**src/rtl/add16_arbiter.sv**
```systemverilog
`default_nettype none
// ============================================================================
//  Module   : add16_arbiter (with helper module add16)
//  Purpose  : Shares a single 16-bit ripple-carry adder among N_REQ clients.
//             A round-robin arbiter picks one pending operand pair per idle
//             cycle. The pair is latched, summed in the following cycle and
//             held on a valid/ready result port until it is consumed.
//  Ports    : clk        - system clock, rising edge
//             reset      - synchronous, active-high reset
//             req_valid  - per-requester "operand pair pending"
//             req_ready  - per-requester grant strobe (one-hot or zero)
//             req_a/b    - packed operands, requester i at [16i+15:16i]
//             out_valid  - result held on out_sum/out_tag
//             out_ready  - consumer accepts result
//             out_sum    - (a+b) mod 2^16 of the granted request
//             out_tag    - index of the requester that produced out_sum
//             busy       - high whenever the sequencer is not idle
//  Revision : 1.0 - initial release
// ============================================================================

// ----------------------------------------------------------------------------
// add16 : plain 16-bit ripple-carry adder, no carry-in.
// ----------------------------------------------------------------------------
module add16 (
   input  logic [15:0] i_a,
   input  logic [15:0] i_b,
   output logic [15:0] o_sum,
   output logic        o_cout
);

   logic [16:0] w_carry;

   assign w_carry[0] = 1'b0;

   for (genvar i = 0; i < 16; i++) begin : g_bit
      assign o_sum[i]     = i_a[i] ^ i_b[i] ^ w_carry[i];
      assign w_carry[i+1] = (i_a[i] & i_b[i]) | (w_carry[i] & (i_a[i] ^ i_b[i]));
   end

   assign o_cout = w_carry[16];

endmodule

// ----------------------------------------------------------------------------
// add16_arbiter : round-robin front end around one shared add16.
// ----------------------------------------------------------------------------
module add16_arbiter #(
   parameter  int N_REQ = 4,
   localparam int TAG_W = $clog2(N_REQ)
) (
   input  logic                 clk,
   input  logic                 reset,
   input  logic [N_REQ-1:0]     req_valid,
   output logic [N_REQ-1:0]     req_ready,
   input  logic [16*N_REQ-1:0]  req_a,
   input  logic [16*N_REQ-1:0]  req_b,
   output logic                 out_valid,
   input  logic                 out_ready,
   output logic [15:0]          out_sum,
   output logic [TAG_W-1:0]     out_tag,
   output logic                 busy
);

   typedef enum logic [1:0] {
      IDLE  = 2'd0,
      ISSUE = 2'd1,
      HOLD  = 2'd2
   } state_t;

   state_t             r_state;
   logic [TAG_W-1:0]   r_rr_ptr;
   logic [15:0]        r_op_a;
   logic [15:0]        r_op_b;
   logic [TAG_W-1:0]   r_op_tag;
   logic [15:0]        r_out_sum;
   logic [TAG_W-1:0]   r_out_tag;
   logic               r_out_valid;
   logic               r_busy;

   logic               w_found;
   logic [TAG_W-1:0]   w_winner;
   logic [TAG_W-1:0]   w_scan;
   logic [15:0]        w_sel_a;
   logic [15:0]        w_sel_b;
   logic [15:0]        w_add_sum;
   logic               w_unused_cout;

   // Increment modulo N_REQ; N_REQ need not be a power of two.
   function automatic logic [TAG_W-1:0] wrap_inc(input logic [TAG_W-1:0] v);
      return (v == TAG_W'(N_REQ - 1)) ? '0 : v + TAG_W'(1);
   endfunction

   // Round-robin search: walk rr_ptr, rr_ptr+1, ... (mod N_REQ) and keep the
   // first requester found valid. w_scan never leaves 0..N_REQ-1, so the
   // index into req_valid is always in range.
   always_comb begin
      w_found  = 1'b0;
      w_winner = r_rr_ptr;
      w_scan   = r_rr_ptr;
      for (int k = 0; k < N_REQ; k++) begin
         if (!w_found && req_valid[w_scan]) begin
            w_found  = 1'b1;
            w_winner = w_scan;
         end
         w_scan = wrap_inc(w_scan);
      end
   end

   // Operand slice of the current winner.
   always_comb begin
      w_sel_a = '0;
      w_sel_b = '0;
      for (int i = 0; i < N_REQ; i++) begin
         if (w_winner == TAG_W'(i)) begin
            w_sel_a = req_a[16*i +: 16];
            w_sel_b = req_b[16*i +: 16];
         end
      end
   end

   // Grant is combinational so the requester sees it in the same cycle the
   // operands are sampled; only the idle state may grant.
   always_comb begin
      req_ready = '0;
      if (r_state == IDLE && w_found) begin
         req_ready[w_winner] = 1'b1;
      end
   end

   // Shared adder is fed only from the operand registers, so requesters may
   // change their inputs right after the grant without disturbing the add.
   add16 u_add16 (
      .i_a    (r_op_a),
      .i_b    (r_op_b),
      .o_sum  (w_add_sum),
      .o_cout (w_unused_cout)
   );

   always_ff @(posedge clk) begin
      if (reset) begin
         r_state     <= IDLE;
         r_rr_ptr    <= '0;
         r_op_a      <= '0;
         r_op_b      <= '0;
         r_op_tag    <= '0;
         r_out_sum   <= '0;
         r_out_tag   <= '0;
         r_out_valid <= 1'b0;
         r_busy      <= 1'b0;
      end else begin
         case (r_state)
            IDLE: begin
               if (w_found) begin
                  r_op_a   <= w_sel_a;
                  r_op_b   <= w_sel_b;
                  r_op_tag <= w_winner;
                  r_rr_ptr <= wrap_inc(w_winner);
                  r_busy   <= 1'b1;
                  r_state  <= ISSUE;
               end
            end
            ISSUE: begin
               r_out_sum   <= w_add_sum;
               r_out_tag   <= r_op_tag;
               r_out_valid <= 1'b1;
               r_state     <= HOLD;
            end
            HOLD: begin
               // Result and tag stay put until the consumer takes them; they
               // also keep their value afterwards (qualified by out_valid).
               if (out_ready) begin
                  r_out_valid <= 1'b0;
                  r_busy      <= 1'b0;
                  r_state     <= IDLE;
               end
            end
            default: begin
               r_out_valid <= 1'b0;
               r_busy      <= 1'b0;
               r_state     <= IDLE;
            end
         endcase
      end
   end

   assign out_valid = r_out_valid;
   assign out_sum   = r_out_sum;
   assign out_tag   = r_out_tag;
   assign busy      = r_busy;

endmodule
`default_nettype wire

```
**config.mk**
```make
export PLATFORM = sky130hd
export DESIGN_NAME = add16_arbiter
export DESIGN_NICKNAME = d
export VERILOG_FILES = /design/src/rtl/add16_arbiter.sv
export SDC_FILE = /design/constraint.sdc
export NUM_CORES = 1
export LEC_CHECK = 0
export BUFFER_PORTS_ARGS = -buffer_cell sky130_fd_sc_hd__buf_2
export CAP_MARGIN = 20
export CORE_ASPECT_RATIO = 0.8
export CORE_UTILIZATION = 50
export DETAILED_ROUTE_END_ITERATION = 8
export PLACE_DENSITY = 0.82
export SYNTH_ARGS = -nofsm -noshare
export SYNTH_HDL_FRONTEND = slang
export SYNTH_SLANG_ARGS = --single-unit
```
**constraint.sdc**
```tcl
create_clock -name clk -period 12.31 [get_ports clk]
set_clock_uncertainty 0.15 [all_clocks]
set_input_delay 3.0775 -clock clk [delete_from_list [all_inputs] [get_ports clk]]
set_output_delay 3.0775 -clock clk [all_outputs]
set_load 0.01 [all_outputs]
```
Yosys cells after proc, flatten, opt, wreduce, memory -nomap -nowiden
Index checks and enable logic that the tools add are counted.
{"block": "word_totals", "elab_cells": 156, "out_inout_bits": 24, "inputBits": 135, "regBits": 58}
{"block": "op_classes", "bitwise": 76, "n_reduce_logical": 14, "n_addsub": 4, "order_cmp": 6, "n_eq_ne": 10, "n_mux": 37}
{"operator": "16-bit two-way mux", "n": 8}
{"operator": "1-bit XOR", "n": 31}
{"operator": "1-bit bitwise AND", "n": 29}
{"operator": "2-bit two-way mux", "n": 9}
{"operator": "2-bit by 3-bit < comparator with 1-bit output (second input constant)", "n": 5}
{"operator": "1-bit OR", "n": 14}
{"operator": "2-bit equality test (second input constant)", "n": 6}
{"operator": "1-bit two-way mux", "n": 11}
{"operator": "2-bit by 1-bit adder with 2-bit output (second input constant)", "n": 4}
{"operator": "1-bit binary-select mux with 2-bit select", "n": 4}
{"operator": "1-bit case mux with 3 select lines", "n": 2}
{"operator": "2-bit case mux with 3 select lines", "n": 1}
{"operator": "2-bit AND reduction", "n": 3}
{"operator": "1-bit logical AND", "n": 5}
{"operator": "2-bit by 1-bit equality test with 1-bit output (second input constant)", "n": 2}
{"operator": "2-bit zero test", "n": 2}
{"operator": "4-bit two-way mux", "n": 1}
{"operator": "2-bit != test (second input constant)", "n": 2}
{"operator": "1-bit zero test", "n": 3}
{"operator": "3-bit AND reduction", "n": 1}
{"operator": "1-bit demux with 2-bit select", "n": 1}
{"operator": "2-bit by 1-bit greater-or-equal comparator with 1-bit output (second input constant)", "n": 1}
{"operator": "1-bit inverter", "n": 2}

Depth between registers and ports, before layout
Gate-level depths: netlist of run 1.
{"block": "depth", "ltp_word": 30, "mapped_depth": 21}

Cells and area by module
A second synthesis of run 1 with hierarchy kept.
{"block": "unflattened", "hier_cells": 471, "area_unflattened_um2": 3905.0}
{"module": "add16_arbiter", "seq_area_each_um2": 1161.1, "cells_per_inst": 445, "n_inst": 1, "area_each_um2": 3554.7}
{"module": "add16", "seq_area_each_um2": 0.0, "cells_per_inst": 26, "n_inst": 1, "area_each_um2": 350.3}

Worst setup path after synthesis of run 1
Ideal clock, no wire load.
{"block": "synth_path", "path_kind": "input to output", "startpoint": "input port req_valid[1]", "endpoint": "output port req_ready[3]", "path_buffers": 2, "t_arrival_ns": 5.146, "stages": 10, "setup_slack_ns": 3.936, "path_cell_list": "mux2i_1 -> nand2_1 -> a21o_1 -> o32a_1 -> a21boi_1 -> inv_1 -> ha_1 -> clkbuf_1 -> clkbuf_1 -> and2_1"}
{"block": "synth_between", "elab_chain_cells": 17, "word_cells_on_any_way": 28}
{"item": "from (decl)", "line_no": "53", "source": "input logic [N_REQ-1:0] req_valid,"}
{"item": "1-bit binary-select mux with 2-bit select", "line_no": "101", "source": "if (!w_found && req_valid[w_scan]) begin"}
{"item": "1-bit two-way mux (implied by the code)", "line_no": "101"}
{"item": "1-bit two-way mux", "line_no": "101"}
{"item": "1-bit zero test", "line_no": "101"}
{"item": "1-bit logical AND", "line_no": "101"}
{"item": "1-bit two-way mux", "line_no": "101"}
{"item": "1-bit zero test", "line_no": "101"}
{"item": "1-bit logical AND", "line_no": "101"}
{"item": "[... 2 more ...]"}
{"item": "1-bit logical AND", "line_no": "101"}
{"item": "2-bit two-way mux *", "line_no": "101"}
{"item": "net w_winner[0]", "line_no": "81", "source": "logic [TAG_W-1:0] w_winner;"}
{"item": "2-bit by 3-bit < comparator with 1-bit output (implied by the code) / 2-bit by 1-bit greater-or-equal comparator with 1-bit output (equally long branches)", "line_no": "126", "source": "req_ready[w_winner] = 1'b1;"}
{"item": "1-bit logical AND (implied by the code)", "line_no": "126"}
{"item": "1-bit two-way mux (implied by the code)", "line_no": "126"}
{"item": "1-bit demux with 2-bit select *", "line_no": "126"}
{"item": "4-bit two-way mux *", "line_no": "125", "source": "if (r_state == IDLE && w_found) begin"}
{"item": "to (decl)", "line_no": "54", "source": "output logic [N_REQ-1:0] req_ready,"}
Mark *: on every way through the listed nets, which the timed path passes. The rest lies on a longest branch. The select of a mux whose other input is x is not followed.

Final worst setup path of run 1
Same ends and word-level chain as after synthesis.

==> results.toml, run 1 <==
[power]
seqPwrFrac = 0.198
p_leak_nw = 2.15
p_switching_uw = 764
pwr-share-clk = 0.128
power_frac_comb = 0.674
ir_drop_uv = 183
power_density_mw_per_mm2 = 313
switching_share = 0.491
p_int_uw = 793

[cts]
cts_buffer_depth = 2
cts_buffers = 9
clkLatencyLatePin_ps = 340
cts_root_buffer = "clkbuf_8"
cts_hold_buf = 0
cts_resized = 0
clkTransAtPathRegs_ps = 70
cts_tree = "done"
cts_htree_levels = 3
clock_sinks = 58
post_cts.repair.setup_buffers = 0

[timing]
finalCriticalPeriod_ps = 9150
tns_ps = 0
fmax_ghz = 0.109
drv_slew = 0
fin_crit_sh = 0.744
worst_slew_pin_slew_ps = 1050
setup_viol = 0
relSlewSlack = 0.302
hold_viol_final = 0
rsz0062_at_grt = "false"

[critical_path]
cp_top_family = "adder cells"
rr_startpoint = "r_op_a[0]"
slowest_stage = "ha_2"
worst-path-buf-inv = 3
r2r_slack_ps = 5590
path_class = "input port to output port"
crit_path_start_kind = "input port"
crit_path_end = "req_ready[3]"
endpoint_kind = "output port"
critical_path_arrival_ps = 5930
cp_slowest_stage_delay_ps = 880
crit_chain = "buf_2 > mux2i_1 > nand2_1 > a21o_1 > o32a_1 > a21boi_1 > inv_1 > ha_2 > and2_1 > buf_2"
path_max_fanout = 66
cpMostUsedCell = "buf_2"
reg2reg_depth = 21
rr_endpoint = "out_sum[15]"
cp.depth = 10
cp_data_required_time_ps = 9080
startpoint = "req_valid[1]"

[synth]
ys.flop_type = "dfxtp_1"
yosysUniqueCellTypes = 38
synthArstFlopShare = 0
synth_edf_count = 0
avgSynthCellArea_um2 = 7.94
synth.top_cell.area_share = 0.290
synth_seq_cells = 58
synth_cells = 504
syn_nets = 659
synth_area_leader_cell = "dfxtp_1"
netlist_area_mm2 = 0.00400
ys_warn_count = 0
ys_top_cells_by_area = "dfxtp_1, a21oi_1, a211oi_2"
yosysSeqAreaShare = 0.290

[die]
io_pins = 159
dieWidth_um = 102
core_area_mm2 = 0.00757
initial_utilization = 0.529
die_area_mm2 = 0.00836
rows = 28
die_height_um = 82

[placement]
hpwl_mm = 7.95
numPortBuffers = 158
placed_area_mm2 = 0.00472
place_congestion = 0.887

[global_routing]
grt_pass1_wl_mm = 16.4
grt_max_degree = 75
antenna_found_initial = 0
track_usage = 0.256
grt_overflow = 0
grt_pass1_vias = 3618

[job]
drv_cap = 0

[final_layout]
fillers = 678
final_nets = 786
antenna_cells = 0
drive_gt1_frac = 0.346
area_growth_pct = 24.2
final_cell_area_mm2 = 0.00497

[detailed_routing]
drtPass1Iterations = 4
drc_errors = 0
drt_iter0_drc = 191
vias = 4015
wl_mm = 10.6
via_per_inst = 5.43
ant_nets = 0
wl_per_cell_um = 14.3

[status]
status = "finished clean"

[hold_path]
hold_path_class = "flip-flop to flip-flop"
## routing by layer
metal	vias up	share of wire	track usage
li1	2025	-	-
met4	0	0.0098	0.0786
met3	12	0.063	0.0655
met1	1842	0.43	0.301
met2	136	0.50	0.460
met5	-	0	0
## synth_stat cells, types with 2 or more instances
cell type and n:
nor2_1 72, o31ai_1 4, nand3b_1 30, dfxtp_1 58
buf_6 8, clkbuf_1 32, and2_1 4, mux4_2 2
inv_1 7, mux2i_1 7, nor3_1 8, fa_1 14
o21ai_0 2, buf_2 3, xnor2_1 2, buf_1 3
ha_1 6, a21oi_1 107, a221oi_1 6, nand2b_1 4
mux2_2 2, a211oi_2 34, nor2b_1 8, o32ai_1 2
nand2_1 66
## worst reg2reg max path: stages, from the launching register on
cell,delay [ps]
dfxtp_1,340
ha_1,200
inv_1,60
fa_1,150
inv_1,50
fa_1,370
fa_1,410
fa_1,410
fa_1,410
fa_1,400
fa_1,380
fa_1,390
fa_1,390
fa_1,390
fa_1,390
fa_1,390
fa_1,390
fa_1,390
xnor2_1,140
xnor2_1,210
nand2_1,80
a21oi_1,150
## cell usage in the layout, fill, tap and decap left out, types with 3 or more instances in the layout
cell type    n
ha_1         4
buf_4        3
and2_1       4
nand2_1     66
fa_1        14
a221oi_1     6
nor2_1      72
nor2b_1      8
o31ai_1      4
buf_2      158
a21oi_1    107
inv_1        7
clkbuf_8    11
a211oi_2    34
nand2b_1     4
dfxtp_1     58
nor3_1       8
nand3b_1    30
mux2i_1      7
## flip-flops by register name (all words and copies together), names as in the netlist
name / cells
busy: 1
out_sum: 16
out_tag: 2
out_valid: 1
r_op_a: 16
r_op_b: 16
r_op_tag: 2
r_rr_ptr: 2
r_state: 2
## power by group through the flow
stage / Clock [mW] / Combinational (mW) / Sequential, mW
2_1_floorplan: 0 / 0.850 / 0.301
3_3_place_gp: 0 / 0.993 / 0.307
3_5_place_dp: 0 / 1.02 / 0.311
4_1_cts: 0.201 / 1.03 / 0.307
5_1_grt: 0.212 / 1.16 / 0.316
6_report: 0.200 / 1.05 / 0.308
## metrics by stage
step                      total power [mW]  utilization  hold WS (ps)  worst slack (ps)  cells
final                                 1.56        0.656           306              3160    740
after global routing                  1.69        0.656           331              2960    740
after CTS                             1.54        0.654           308              3200    739
after detailed placement              1.34        0.624           299              3210    724
after global placement                1.30        0.624           291              3340    724
after floorplan                       1.15            -           282              3940    504
## cell families after synthesis
family | Yosys count | synth area share
AND/OR/NAND/NOR | 194 | 0.225
flip-flops | 58 | 0.290
AO/OA/AOI/OAI | 166 | 0.292
adder cells (fa/ha/maj) | 20 | 0.0888
buffers and inverters | 53 | 0.0657
multiplexers | 11 | 0.0344
XOR/XNOR | 2 | 0.00438
## worst min path at each step
stage                     slack (ps)  depth (start not counted)        start          to
after floorplan                  280                          2  r_op_tag[1]  out_tag[1]
after global placement           290                          2  r_op_tag[1]  out_tag[1]
after detailed placement         300                          2   out_tag[0]  out_tag[0]
after CTS                        310                          2   out_tag[0]  out_tag[0]
after global routing             330                          2   out_sum[7]  out_sum[7]
final                            310                          2   out_sum[2]  out_sum[2]
## cell type report
| class | instances | area (um^2) | share of cell area |
|---|---|---|---|
| clock inverters | 4 | 75.1 | 0.0151 |
| multi-input cells | 393 | 2590 | 0.521 |
| clock buffers | 11 | 151 | 0.0305 |
| inverters | 7 | 26.3 | 0.00529 |
| well taps | 105 | 131 | 0.0264 |
| flip-flops and latches | 58 | 1160 | 0.234 |
| repair buffers | 162 | 833 | 0.168 |
Note: power is estimated with default switching activity, not from simulation.
==> run 2, diff against run 1 <==
--- a/config.mk
+++ b/config.mk
@@ -8,9 +8,9 @@
 export BUFFER_PORTS_ARGS = -buffer_cell sky130_fd_sc_hd__buf_2
 export CAP_MARGIN = 20
 export CORE_ASPECT_RATIO = 0.8
-export CORE_UTILIZATION = 50
+export CORE_UTILIZATION = 49
 export DETAILED_ROUTE_END_ITERATION = 8
-export PLACE_DENSITY = 0.82
+export PLACE_DENSITY = 0.81
 export SYNTH_ARGS = -nofsm -noshare
 export SYNTH_HDL_FRONTEND = slang
 export SYNTH_SLANG_ARGS = --single-unit
==> constraint.sdc (replaced) <==
create_clock -name clk -period 9.17 [get_ports clk]
set_clock_uncertainty 0.15 [all_clocks]
set_input_delay 2.2925 -clock clk [delete_from_list [all_inputs] [get_ports clk]]
set_output_delay 2.2925 -clock clk [all_outputs]
set_load 0.01 [all_outputs]
==> run 2 against run 1 <==
Via count about the same. Sequential share of layout area increased by 0.24 points. Highest routed layer unchanged. Core utilization fell by 3.5 points.
==> results.toml, run 2 (synthesis results as in run 1) <==
[critical_path]
cp_slowest_stage_delay_ps = 480
cpMostUsedCell = "buf_2"
cp_data_required_time_ps = 6730
crit_chain = "buf_2 > mux2i_1 > nand2_1 > a21o_1 > a32o_1 > a21boi_1 > ha_2 > buf_4 > and2_1 > buf_2"
endpoint_kind = "output port"
critical_path_arrival_ps = 4820
slowest_stage = "buf_4"
path_max_fanout = 65
crit_path_start_kind = "input port"
path_class = "input port to output port"

[placement]
dp.cells = 730
place_congestion = 0.838
numPortBuffers = 158
hpwl_mm = 7.73

[timing]
worst_slew_pin_slew_ps = 883
rsz0062_at_grt = "false"
finalCriticalPeriod_ps = 7260
relSlewSlack = 0.412
fmax_ghz = 0.138
tns_ps = 0
drv_slew = 0
setup_viol = 0
fin_crit_sh = 0.792
hold_viol_final = 0

[final_layout]
final_common_cell = "buf_2"
regArea_mm2 = 0.00116
drive_gt1_frac = 0.347
final_nets = 788
antenna_cells = 0
area_growth_pct = 22.9
fillers = 751
post-route-util = 0.622
multi_input_area_mm2 = 0.00259
layout_common_cells = "buf_2, a21oi_1, nor2_1"
instances_no_fill = 745

[cts]
cts_buffer_depth = 2
clkLatencyLatePin_ps = 330
cts_resized = 0
cts_tree = "done"
clkTransAtPathRegs_ps = 60
cts_root_buffer = "clkbuf_8"
post_cts.repair.setup_buffers = 0
cts_buffers = 9
cts_hold_buf = 0
cts_htree_levels = 3
clock_sinks = 58

[power]
seqPwrFrac = 0.205
switching_share = 0.503
p_leak_nw = 2.14
power_frac_comb = 0.694
ir_drop_uv = 257
pwr-share-clk = 0.101
p_switching_mw = 1.01
power_density_mw_per_mm2 = 408
power.total_mw = 2.01
p_int_uw = 998

[global_routing]
grt_pass1_wl_mm = 16.5
grt_max_degree = 75
track_usage = 0.247
grt_pass1_vias = 3779
antenna_found_initial = 0
grt_overflow = 0

[die]
die_height_um = 82.8
rows = 29
die_area_mm2 = 0.00853
io_pins = 159
core_area_mm2 = 0.00791
dieWidth_um = 103
initial_utilization = 0.506

[detailed_routing]
drtPass1Iterations = 4
wl_per_cell_um = 13.9
wl_mm = 10.4
via_per_inst = 5.38
drt_iter0_drc = 173
drc_errors = 0
ant_nets = 0
vias = 4011

[status]
status = "finished clean"

[job]
drv_cap = 0

[hold_path]
hold_path_class = "flip-flop to flip-flop"
## run 2: power by group through the flow
| stage | sequential (mW) | clock, mW | combinational (mW) |
|---|---|---|---|
| global placement | 0.413 | 0 | 1.34 |
| CTS | 0.411 | 0.206 | 1.39 |
| global route | 0.422 | 0.219 | 1.56 |
| detailed placement | 0.416 | 0 | 1.38 |
| finish | 0.411 | 0.202 | 1.39 |
| floorplan | 0.404 | 0 | 1.14 |
## run 2: through the flow
step	setup slack (ps)	instance area, um^2	hold WS [ps]
after floorplan	2370	4000	282
after global placement	2060	4750	292
after detailed placement	1980	4750	296
after CTS	1920	4920	305
after global routing	1650	4920	338
final	1910	4920	299
## run 2: worst max-delay path: cells and delay by family
family | cells | cell delay, ps
compound gates | 3 | 740
buf+inv | 3 | 740
fa+ha+maj | 1 | 240
simple gates | 2 | 340
mux | 1 | 440
## run 2: cell type report
type,instances,area share
tap,108,0.0275
inverter,7,0.00534
sequential,58,0.236
multi-input combinational,393,0.526
timing repair buffer,164,0.170
clock inverter,3,0.00305
clock buffer,12,0.0316
## run 2: worst paths after layout
path,start,slack (ps),depth (start not counted),to
max,req_valid[1],1910,10,req_ready[2]
min,out_sum[2],300,2,out_sum[2]
max reg2reg,r_op_a[0],2460,21,out_sum[15]
min reg2reg,out_sum[2],300,2,out_sum[2]
## run 2: per-layer routing
metal | global-route usage | wire [um] | vias up
met5 | 0 | 0 | -
li1 | - | - | 2021
met2 | 0.418 | 5100 | 137
met1 | 0.309 | 4460 | 1838
met3 | 0.0648 | 662 | 15
met4 | 0.0627 | 129 | 0
